**config.mk**
```make
export PLATFORM = sky130hd
export DESIGN_NAME = vga_timing_gen
export DESIGN_NICKNAME = d
export VERILOG_FILES = /design/src/rtl/vga_timing_pkg.sv /design/src/rtl/vga_axis_counter.sv /design/src/rtl/vga_timing_gen.sv
export SDC_FILE = /design/constraint.sdc
export NUM_CORES = 1
export LEC_CHECK = 0
export CELL_PAD_IN_SITES_DETAIL_PLACEMENT = 1
export CELL_PAD_IN_SITES_GLOBAL_PLACEMENT = 1
export CORE_UTILIZATION = 44
export CTS_CLUSTER_DIAMETER = 60
export DETAILED_ROUTE_END_ITERATION = 7
export GPL_TIMING_DRIVEN = 0
export PLACE_DENSITY_LB_ADDON = 0.1
export SETUP_SLACK_MARGIN = 0.3
export SLEW_MARGIN = 20
export SYNTH_ARGS = -nofsm -noshare
export SYNTH_HDL_FRONTEND = slang
export SYNTH_SLANG_ARGS = --single-unit
```
**constraint.sdc**
```tcl
create_clock -name vga_clk -period 3 [get_ports vga_clk]
set_input_delay 0.6 -clock vga_clk [delete_from_list [all_inputs] [get_ports vga_clk]]
set_output_delay 0.6 -clock vga_clk [all_outputs]
set_load 0.02 [all_outputs]
```
**src/rtl/vga_timing_pkg.sv**
```systemverilog
// Shared timing constants and types for the VGA raster generator.
package vga_timing_pkg;

   localparam int unsigned CNT_W     = 10;
   localparam int unsigned MAX_TOTAL = 1 << CNT_W;

   // 640x480@60 defaults
   localparam int unsigned H_VISIBLE_DEF = 640;
   localparam int unsigned H_FRONT_DEF   = 16;
   localparam int unsigned H_SYNC_DEF    = 96;
   localparam int unsigned H_BACK_DEF    = 48;
   localparam int unsigned V_VISIBLE_DEF = 480;
   localparam int unsigned V_FRONT_DEF   = 10;
   localparam int unsigned V_SYNC_DEF    = 2;
   localparam int unsigned V_BACK_DEF    = 33;

   typedef enum logic [1:0] {
      PH_VISIBLE = 2'd0,
      PH_FRONT   = 2'd1,
      PH_SYNC    = 2'd2,
      PH_BACK    = 2'd3
   } axis_phase_e;

endpackage

```
**src/rtl/vga_axis_counter.sv**
```systemverilog
// One raster axis: wrapping position counter plus VISIBLE/FRONT/SYNC/BACK phase FSM.
// count_c_o/phase_c_o expose the post-step values so the top can register outputs on the same edge.
module vga_axis_counter
   import vga_timing_pkg::*;
#(
   parameter int unsigned VISIBLE = H_VISIBLE_DEF,
   parameter int unsigned FRONT   = H_FRONT_DEF,
   parameter int unsigned SYNC    = H_SYNC_DEF,
   parameter int unsigned BACK    = H_BACK_DEF
) (
   input  logic             vga_clk,
   input  logic             reset_n,
   input  logic             step_i,
   output logic [CNT_W-1:0] count_c_o,
   output axis_phase_e      phase_c_o,
   output logic             wrap_c_o
);

   localparam int unsigned TOTAL = VISIBLE + FRONT + SYNC + BACK;

   if (VISIBLE < 1 || FRONT < 1 || SYNC < 1 || BACK < 1 || TOTAL > MAX_TOTAL) begin : g_bad_params
      $error("vga_axis_counter: phase widths must be >= 1 and total <= %0d", MAX_TOTAL);
   end

   localparam logic [CNT_W-1:0] LAST      = CNT_W'(TOTAL - 1);
   localparam logic [CNT_W-1:0] END_VIS   = CNT_W'(VISIBLE - 1);
   localparam logic [CNT_W-1:0] END_FRONT = CNT_W'(VISIBLE + FRONT - 1);
   localparam logic [CNT_W-1:0] END_SYNC  = CNT_W'(VISIBLE + FRONT + SYNC - 1);

   logic [CNT_W-1:0] count_q, count_d;
   axis_phase_e      phase_q, phase_d;
   logic             wrap_c;

   always_ff @(posedge vga_clk or negedge reset_n) begin
      if (!reset_n) begin
         count_q <= LAST;
         phase_q <= PH_BACK;
      end else begin
         count_q <= count_d;
         phase_q <= phase_d;
      end
   end

   // Phase advances on the step that leaves the last count of the current phase.
   always_comb begin
      count_d = count_q;
      phase_d = phase_q;
      wrap_c  = 1'b0;
      if (step_i) begin
         wrap_c  = (count_q == LAST);
         count_d = wrap_c ? '0 : count_q + CNT_W'(1);
         case (phase_q)
            PH_VISIBLE: if (count_q == END_VIS)   phase_d = PH_FRONT;
            PH_FRONT:   if (count_q == END_FRONT) phase_d = PH_SYNC;
            PH_SYNC:    if (count_q == END_SYNC)  phase_d = PH_BACK;
            PH_BACK:    if (wrap_c)               phase_d = PH_VISIBLE;
            default:                              phase_d = PH_BACK;
         endcase
      end
   end

   assign count_c_o = count_d;
   assign phase_c_o = phase_d;
   assign wrap_c_o  = wrap_c;

endmodule

```
**src/rtl/vga_timing_gen.sv**
```systemverilog
// VGA raster timing: DrawX/DrawY, blank, hs/vs and line/frame start pulses, all
// registered from the same counter step so they stay mutually aligned.
module vga_timing_gen
   import vga_timing_pkg::*;
#(
   parameter int unsigned H_VISIBLE       = H_VISIBLE_DEF,
   parameter int unsigned H_FRONT         = H_FRONT_DEF,
   parameter int unsigned H_SYNC          = H_SYNC_DEF,
   parameter int unsigned H_BACK          = H_BACK_DEF,
   parameter int unsigned V_VISIBLE       = V_VISIBLE_DEF,
   parameter int unsigned V_FRONT         = V_FRONT_DEF,
   parameter int unsigned V_SYNC          = V_SYNC_DEF,
   parameter int unsigned V_BACK          = V_BACK_DEF,
   parameter bit          SYNC_ACTIVE_LOW = 1'b1
) (
   input  logic             vga_clk,
   input  logic             reset_n,
   input  logic             en,
   output logic [CNT_W-1:0] DrawX,
   output logic [CNT_W-1:0] DrawY,
   output logic             blank,
   output logic             hs,
   output logic             vs,
   output logic             line_start,
   output logic             frame_start
);

   localparam logic SYNC_ACT = SYNC_ACTIVE_LOW ? 1'b0 : 1'b1;

   logic [CNT_W-1:0] h_cnt_nxt, v_cnt_nxt;
   axis_phase_e      h_ph_nxt, v_ph_nxt;
   logic             h_wrap, v_wrap;

   vga_axis_counter #(
      .VISIBLE (H_VISIBLE),
      .FRONT   (H_FRONT),
      .SYNC    (H_SYNC),
      .BACK    (H_BACK)
   ) u_h_axis (
      .vga_clk   (vga_clk),
      .reset_n   (reset_n),
      .step_i    (en),
      .count_c_o (h_cnt_nxt),
      .phase_c_o (h_ph_nxt),
      .wrap_c_o  (h_wrap)
   );

   // Vertical axis only advances when the horizontal axis wraps on an enabled cycle.
   vga_axis_counter #(
      .VISIBLE (V_VISIBLE),
      .FRONT   (V_FRONT),
      .SYNC    (V_SYNC),
      .BACK    (V_BACK)
   ) u_v_axis (
      .vga_clk   (vga_clk),
      .reset_n   (reset_n),
      .step_i    (h_wrap),
      .count_c_o (v_cnt_nxt),
      .phase_c_o (v_ph_nxt),
      .wrap_c_o  (v_wrap)
   );

   logic [CNT_W-1:0] draw_x_q, draw_x_d, draw_y_q, draw_y_d;
   logic             blank_q, blank_d, hs_q, hs_d, vs_q, vs_d;
   logic             line_start_q, line_start_d, frame_start_q, frame_start_d;

   always_ff @(posedge vga_clk or negedge reset_n) begin
      if (!reset_n) begin
         draw_x_q      <= '0;
         draw_y_q      <= '0;
         blank_q       <= 1'b0;
         hs_q          <= ~SYNC_ACT;
         vs_q          <= ~SYNC_ACT;
         line_start_q  <= 1'b0;
         frame_start_q <= 1'b0;
      end else begin
         draw_x_q      <= draw_x_d;
         draw_y_q      <= draw_y_d;
         blank_q       <= blank_d;
         hs_q          <= hs_d;
         vs_q          <= vs_d;
         line_start_q  <= line_start_d;
         frame_start_q <= frame_start_d;
      end
   end

   always_comb begin
      draw_x_d      = draw_x_q;
      draw_y_d      = draw_y_q;
      blank_d       = blank_q;
      hs_d          = hs_q;
      vs_d          = vs_q;
      line_start_d  = 1'b0;
      frame_start_d = 1'b0;
      if (en) begin
         draw_x_d      = h_cnt_nxt;
         draw_y_d      = v_cnt_nxt;
         blank_d       = (h_ph_nxt == PH_VISIBLE) && (v_ph_nxt == PH_VISIBLE);
         hs_d          = (h_ph_nxt == PH_SYNC) ? SYNC_ACT : ~SYNC_ACT;
         vs_d          = (v_ph_nxt == PH_SYNC) ? SYNC_ACT : ~SYNC_ACT;
         line_start_d  = h_wrap;
         frame_start_d = v_wrap;
      end
   end

   assign DrawX       = draw_x_q;
   assign DrawY       = draw_y_q;
   assign blank       = blank_q;
   assign hs          = hs_q;
   assign vs          = vs_q;
   assign line_start  = line_start_q;
   assign frame_start = frame_start_q;

endmodule

```
==> reports/qor.txt, run 1 <==
status: finished clean
FF+latch count, synth: 49
net count after synthesis: 230
highest routed layer: met4
slew at the pin with the worst max-slew slack: 655 ps
row count: 26
TritonCTS clock tree: yes
CTS Hold Buffers Added: 0
Die Area: 5860 µm²
CTS Buf Count: 5
drt via density: 5.44
Pre-Repair DR Iteration Count: 3
Ant. Diodes: 0
Worst-Skew Late Latency: 300 ps
DP Wirelength: 3970 µm
Synth Warn #: 0
final setup fails: 0
Layout Area Growth over Synthesis: 18.5%
Mapped Area: 2450 µm²
post-synth top area cell: dfrtp_1
antenna-violating nets left: 0
NumNets Final: 265
Synth cell types: 52
starting density of the core: 46.7%
PostCTS Resize Cnt: 0
drt total wl: 5540 µm
Global Route Usage Sum: 21.2%
Detailed Route Iter0 Violations: 59
Placed Cells: 321
critical path class: reg -> reg
die span in x: 76.6 µm
worst hold path class: in -> async
first-pass GRT wire length: 9790 µm
vias: 1,791
wire length per cell: 16.8 µm
RSZ-0062 raised after global routing: no
placed standard-cell area: 2820 µm²
largest net degree at the start of global routing: 31
Async S/R FF share, synth: 100%
GP Congestion: 0.799
EDFF count, synth: 0
H-tree depth: 2
post-layout min period: 2440 ps
Final Cell Area: 2900 µm²
share of layout cells above drive strength 1: 20.5%
CTS Sinks: 49
WL met3: 130 µm
initial antenna violation count: 0
top cell type's share of synthesized area: 33.8%
crit end category: flop
Final Max Slew Viols: 0
Setup Fix Bufs, Post-CTS: 0
CP Data Arrival Time: 2620 ps
Reg clk slew, reported paths: 80 ps
CP max FO: 10
maximum VDD drop: 0.289 mV
Ports: 28
sequential fraction of the synthesis area: 50.9%
top_reg_cell synth: dfrtp_1
Max clock buf depth: 2
Worst Skew: 9.88 ps
Post-Syn Instances: 223
Core Box Area: 5240 µm²
Rel. slew slack: 56.3%
Fmax achieved: 410 MHz
Critical Path RT: 3180 ps
DR DRC count: 0
syn avg cell area: 11.0 µm²
Power Dens Cells: 581 nW/µm²
vias in the first global route: 1,984
top cells by area, synth: dfrtp_1 34%, dfstp_2 17%, mux2_2 4.6%
Max-Cap Viols: 0
WL met2: 2890 µm
final worst-path cycle share: 81.4%
Tot Pwr: 0.00168 W
non-filler cells, final: 329
Root Buffer: clkbuf_8
PortBufs: 27
M1 WL: 2420 µm
total gr overflow: 0
Leak: 1.21 nW
chip height: 76.6 µm
endpoints failing hold: 0
Worst setup SP type: flop
state kept, by name, summed over array words and instances (netlist names):
| register | flops |
|---|---|
| u_h_axis.count_q | 10 |
| blank | 1 |
| hs | 1 |
| frame_start | 1 |
| line_start | 1 |
| u_h_axis.phase_q | 2 |
| u_v_axis.phase_q | 2 |
| DrawX | 10 |
| DrawY | 10 |
| u_v_axis.count_q | 10 |
| vs | 1 |
final cells by class:
| class | count | area (µm²) |
|---|---|---|
| Buffer | 11 | 87.6 |
| Inverter | 11 | 41.3 |
| Timing Repair Buffer | 28 | 285 |
| Multi-Input combinational cell | 152 | 1070 |
| Sequential cell | 49 | 1250 |
| Clock buffer | 8 | 80.1 |
| Fill cell | 574 | 2340 |
| Tap cell | 70 | 87.6 |
cells in the final DEF (no fill, tap or decap), types with 2 or more instances in the layout:
cell type and count:
dfrtp_1 33, clkdlybuf4s50_1 26, nand2_1 19, nor2_1 18
dfstp_2 16, nand3_1 12, xnor2_1 11, inv_1 10
mux2_2 10, o21ai_0 9, buf_6 6, xor2_1 6
nand4_1 6, clkbuf_1 5, a21oi_1 5, a31oi_1 5
clkbuf_8 5, and3_1 4, nor3_1 4, ha_1 4
or3_1 3, and4_1 2, buf_2 2, a21o_1 2
a22o_1 2, a41oi_1 2, o22a_2 2, buf_1 2
o2bb2ai_1 2
report_power, final:
part / internal, W / total [W] / switching (W)
clock: 0.000166 / 0.000373 / 0.000207
sequential: 0.000768 / 0.000832 / 0.0000639
combinational: 0.000220 / 0.000478 / 0.000258
total: 0.00115 / 0.00168 / 0.000529
logic make-up (layout without fill, tap and decap cells):
kind of cell	count (synthesis)	in the layout	synth area share [%]
AND/OR/NAND/NOR	83	83	19.9
flip-flops	49	49	50.9
AO/OA/AOI/OAI	37	37	10.7
buffers and inverters	22	58	5.27
XOR/XNOR	17	17	6.09
multiplexers	11	11	5.01
adder cells (fa/ha/maj)	4	4	2.05
cell usage after synthesis (6+ instances only):
cell	number
buf_6	6
nand4_1	6
inv_1	10
nor2_1	18
xor2_1	6
nand2_1	19
xnor2_1	11
dfrtp_1	33
mux2_2	10
dfstp_2	16
nand3_1	12
o21ai_0	9
through the flow:
stage / worst slack [ps] / hold slack (ps) / setup TNS (ps) / util [%]
floorplan: 879 / 304 / 0 / -
global placement: -77.9 / 480 / -2470 / 53.5
detailed placement: 237 / 477 / 0 / 53.8
CTS: 534 / 260 / 0 / 55.4
global route: 366 / 279 / 0 / 55.4
finish: 558 / 260 / 0 / 55.4
routing by layer:
| layer | vias up | GRT usage [%] |
|---|---|---|
| met5 | - | 0 |
| met2 | 22 | 39.2 |
| li1 | 858 | - |
| met4 | 0 | 6.54 |
| met1 | 900 | 24.7 |
| met3 | 11 | 3.83 |
worst max-delay path, cell delays in order, from the launching register on:
cell and delay, ps:
dfstp_2 590, ha_1 250, and4_1 200, buf_2 170, nand4_4 220, inv_2 160, buf_6 160, nand4_1 120
xnor2_1 180, mux2_2 280
final timing paths:
check / start / slack, ps / cells past startpoint / to
max: u_h_axis.count_q[0] / 560 / 9 / DrawY[6]
min: reset_n / 260 / 1 / DrawX[2]
max reg2reg: u_h_axis.count_q[0] / 560 / 9 / DrawY[6]
min reg2reg: vs / 490 / 2 / vs
max in group asynchronous: reset_n / 2130 / 2 / hs
min in group vga_clk: vs / 490 / 2 / vs
Note: power is estimated with default switching activity, not from simulation.
==> run 2: changes to the inputs <==
Settings changed: CORE_UTILIZATION 44 to 40.
Clock period 3 ns to 2.1 ns, I/O delays scaled along.
==> run 2 against run 1 <==
Against the previous run:
- core utilization shrank 1.2 points
- clock-buffer cell count fell by 2
- critical endpoint is now DrawY[3]
- the flow now finishes with violations (negative setup slack)
- clock power rose by 43%
- worst hold slack lost 210 ps
- setup slack worse by 580 ps
- non-clock buffer count rose by 19
- sequential share of layout area fell by 4.1 points
- fmax up 15%
- register-to-register slack got worse by 580 ps
==> reports/qor.txt, run 2 (synthesized netlist as in run 1, its figures left out) <==
Global Route Usage Sum: 20.5% (-0.69 points)
CTS Buf Count: 5 (unchanged)
critical path class: reg -> reg
Worst Skew: 8.37 ps (-1.51 ps)
critical path's largest stage delay: 590 ps (about the same)
die span in x: 80.2 µm (+4.8%)
Critical Path RT: 2280 ps (-900 ps)
PortBufs: 27 (unchanged)
antenna-violating nets left: 0 (unchanged)
CP max FO: 5 (-5)
vias: 1,882 (+5.1%)
DP Wirelength: 4020 µm (+1.4%)
busiest grt layer: met2
share of layout cells above drive strength 1: 34.2% (+14 points)
Max-Cap Viols: 0 (unchanged)
worst hold path class: in -> async
Fmax achieved: 471 MHz (+15%)
initial antenna violation count: 0 (unchanged)
Rel. slew slack: 61.9% (+5.6 points)
first-pass GRT wire length: 9920 µm (+1.3%)
hold_ws: 54.0 ps (-206 ps)
slew at the pin with the worst max-slew slack: 571 ps (-84.1 ps)
Max clock buf depth: 2 (unchanged)
Final Max Slew Viols: 0 (unchanged)
largest net degree at the start of global routing: 33 (+6.5%)
wire length per cell: 16.8 µm (-0.24%)
TritonCTS clock tree: yes
commonest non-fill, non-tap cell in the layout: dfrtp_1
pre-CTS setup slack: -436 ps (-673 ps)
drt via density: 5.33 (-2.1%)
CP max stage cell: dfstp_2
vias in the first global route: 1,987 (+0.15%)
final worst-path cycle share: 101% (+20 points)
final worst slack: -22.0 ps (-580 ps)
endpoints failing hold: 0 (unchanged)
NumNets Final: 284 (+7.2%)
GP Congestion: 0.806 (+0.84%)
chip height: 80.2 µm (+4.8%)
Die Area: 6430 µm² (+9.7%)
met3 GRT Util: 3.52% (-0.31 points)
Reg clk slew, reported paths: 90 ps (about the same)
CP Data Arrival Time: 2300 ps (-320 ps)
crit end category: flop
Power Dens Cells: 781 nW/µm² (+34%)
most frequent cells in the layout: 33 x dfrtp_1, 23 x clkdlybuf4s50_1, 19 x nand2_1
DR DRC count: 0 (unchanged)
failing checks: negative setup slack
Leak: 1.34 nW (+11%)
Detailed Route Iter0 Violations: 73 (+24%)
Tot Pwr: 0.00250 W (+49%)
Core Box Area: 5920 µm² (+13%)
Root Buffer: clkbuf_8
Setup TNS: -33.0 ps (-33.0 ps)
Pre-Repair DR Iteration Count: 6 (+3)
met2 GRT Util: 37.2% (-2.0 points)
CTS Sinks: 49 (unchanged)
drt total wl: 5930 µm (+7.0%)
Layout Area Growth over Synthesis: 31.0%
RSZ-0062 raised after global routing: yes
status: finished, violations left
final setup fails: 2 (+2)
met1 GRT Util: 24.7% (about the same)
CTS Hold Buffers Added: 0 (unchanged)
cell family with most CP delay: flip-flops
total gr overflow: 0 (unchanged)
post-layout min period: 2120 ps (-320 ps)
row count: 28 (+7.7%)
Ant. Diodes: 0 (unchanged)
WP buf/inv: 2 (-1)
H-tree depth: 2 (unchanged)
CP cell instances: ha_4, and4_1, buf_6, nand4_4, buf_4, a21o_1, a22o_1, mux2_4
Worst setup SP type: flop
starting density of the core: 41.3% (-5.4 points)
Ports: 28 (unchanged)
Worst-Skew Late Latency: 300 ps (about the same)
maximum VDD drop: 0.514 mV (+78%)
[run 2: cell types whose count changed in the layout (fill, tap and decap cells not counted), moves of 3 or more]
cell,delta
buf_4,+13
buf_6,+5
clkdlybuf4s50_1,-3
dlygate4sd2_1,+3
mux2_2,-3
mux2_4,+3
nor2_1,-4
nor2_2,+3
[run 2: layout make-up]
| type | count | area (µm²) |
|---|---|---|
| sequential | 49 | 1250 |
| timing repair buffer | 47 | 447 |
| clock inverter | 2 | 10.0 |
| multi-input combinational | 152 | 1180 |
| inverter | 11 | 48.8 |
| buffer | 11 | 103 |
| tap | 75 | 93.8 |
| clock buffer | 6 | 72.6 |
| fill | 649 | 2720 |
[run 2: timing repair]
item / in CTS / in global routing
resized for setup: 28 / 12
setup endpoints to repair: 38 / 35
pin swaps: 8 / 4
buffers inserted: 16 / 3
[run 2: report_power, final]
group	switching [W]	internal, W
clock network	0.000304	0.000232
registers	0.0000872	0.00110
logic	0.000407	0.000375
[run 2: worst paths after layout]
path,start,endpoint,slack (ps),cells past startpoint
max in group asynchronous,reset_n,u_v_axis.count_q[3],1440,2
min reg2reg,vs,vs,500,2
min,reset_n,DrawX[3],50,1
max reg2reg,u_h_axis.count_q[0],DrawY[3],-20,8
min in group vga_clk,vs,vs,500,2
max,u_h_axis.count_q[0],DrawY[3],-20,8
[run 2: per-stage QoR]
step / instance area, µm² / cells / utilization, %
2_1_floorplan: 2470 / 223 / -
3_3_place_gp: 2840 / 325 / 47.9
3_5_place_dp: 2850 / 326 / 48.2
4_1_cts: 3140 / 350 / 53.1
5_1_grt: 3210 / 353 / 54.1
6_report: 3210 / 353 / 54.1
[run 2: layer usage]
metal / share of wire (%) / vias to the layer above
met5: 0 / -
li1: - / 896
met3: 1.9 / 6
met2: 54 / 20
met1: 43 / 960
met4: 0.96 / 0
==> variant, RTL diff (settings of run 2) <==
The package constant `CNT_W` goes from 10 to 11.
--- a/src/rtl/vga_timing_pkg.sv
+++ b/src/rtl/vga_timing_pkg.sv
@@ -1,7 +1,7 @@
 // Shared timing constants and types for the VGA raster generator.
 package vga_timing_pkg;
 
-   localparam int unsigned CNT_W     = 10;
+   localparam int unsigned CNT_W     = 11;
    localparam int unsigned MAX_TOTAL = 1 << CNT_W;
 
    // 640x480@60 defaults
Ports: changed (resized DrawX and DrawY); port bits go from 28 to 30. The function was not compared with the original's and may differ.
==> variant against run 2 <==
Setup slack improved by 0.16 ns; fmax increased by 8.3%; first-iteration DRC count increased by 5.5%; synthesized cell count up 8.5%; design area is 12% higher; sequential share of layout area is 1.3 points lower; synthesized area grew 7.1%; routed wire length rose by 16%; via count rose by 11%; non-clock buffer count up 8; total power fell by 0.31%; sequential cell count grew 4; critical path type unchanged; largest cell class is now multi-input combinational cells.
==> variant: results (changes against run 2) <==
yosys:
  synth_compound_area_share_pct: 10.9  # +0.15 points
  synth_common_cells: "dfrtp_1 (37), nor2_1 (19), nand2_1 (18)"
  yosysSeqAreaShare_pct: 51.4  # +0.46 points
  synthesis.nets: 249  # +8.3%
  synth_xor_area_share_pct: 5.69  # -0.40 points
final_layout:
  nets: 310  # +9.2%
  layout-drive-gt1-share_pct: 39.5  # +5.3 points
routing:
  dr.pass1.iters: 4  # -2
  dr_wl_met3_um: 184  # +61%
  drt-initial-drc-count: 77  # +5.5%
  avgRoutedWirePerCell_um: 18.1  # +7.8%
  wl_met2_um: 3270  # +2.4%
critical_path:
  crit_arrival_ns: 2.17  # -0.13 ns
  slowest_delay_ns: 0.57  # -0.02 ns
  rr_endpoint: "DrawY[8]$_DFFE_PN0P_"
  reg2regPathDepth: 7  # -1
status:
  status: "complete, no violations"
place:
  gp_congestion: 0.811  # +0.68%
  dp.cells: 348  # +6.7%
  io_buffer_count: 29  # +7.4%
  post_dp_cell_area_mm2: 0.00304  # +6.8%
  dp_hpwl_um: 4310  # +7.1%
sta:
  whs_ns: 0.137  # +0.0826 ns
  setup_ws_ns: 0.141  # +0.163 ns
power_and_ir_drop:
  power_density_mw_per_mm2: 695  # -11%
  ir_drop_v: 0.000606  # +18%
  p_sw_share_pct: 29.2  # -2.7 points
clock_network:
  cts_resized: 27  # -3.6%
  post_cts_buffers: 14  # -2
global_route:
  gr-usage-met2_pct: 30.7  # -6.5 points
  grtUsageMet3_pct: 3.48  # -0.044 points
variant: changes by cell type after synthesis, moves of 3 or more:
cell      change
a21oi_1       +4
buf_6         -4
dfrtp_1       +4
clkbuf_1      +3
mux2_2        +3
nor3_1        +3
nor3b_1       +3
o211ai_1      +3
xnor2_1       -3
xor2_1        +3
variant: worst register-to-register path, stage by stage (launching register included):
cell and delay (ns):
dfstp_2 0.57, ha_4 0.15, and4_4 0.28, nand4_1 0.14
buf_6 0.18, nor3_4 0.16, xor2_2 0.10, mux2_2 0.26
variant: layout make-up:
| cell class | instances | area [um2] | share of cell area, % |
|---|---|---|---|
| Multi-Input combinational cell | 167 | 1390 | 38.8 |
| Sequential cell | 53 | 1350 | 37.6 |
| Timing Repair Buffer | 54 | 505 | 14.1 |
| Tap cell | 77 | 96.3 | 2.68 |
| Buffer | 12 | 85.1 | 2.37 |
| Clock buffer | 6 | 72.6 | 2.02 |
| Inverter | 10 | 50.0 | 1.39 |
| Clock inverter | 2 | 35.0 | 0.976 |
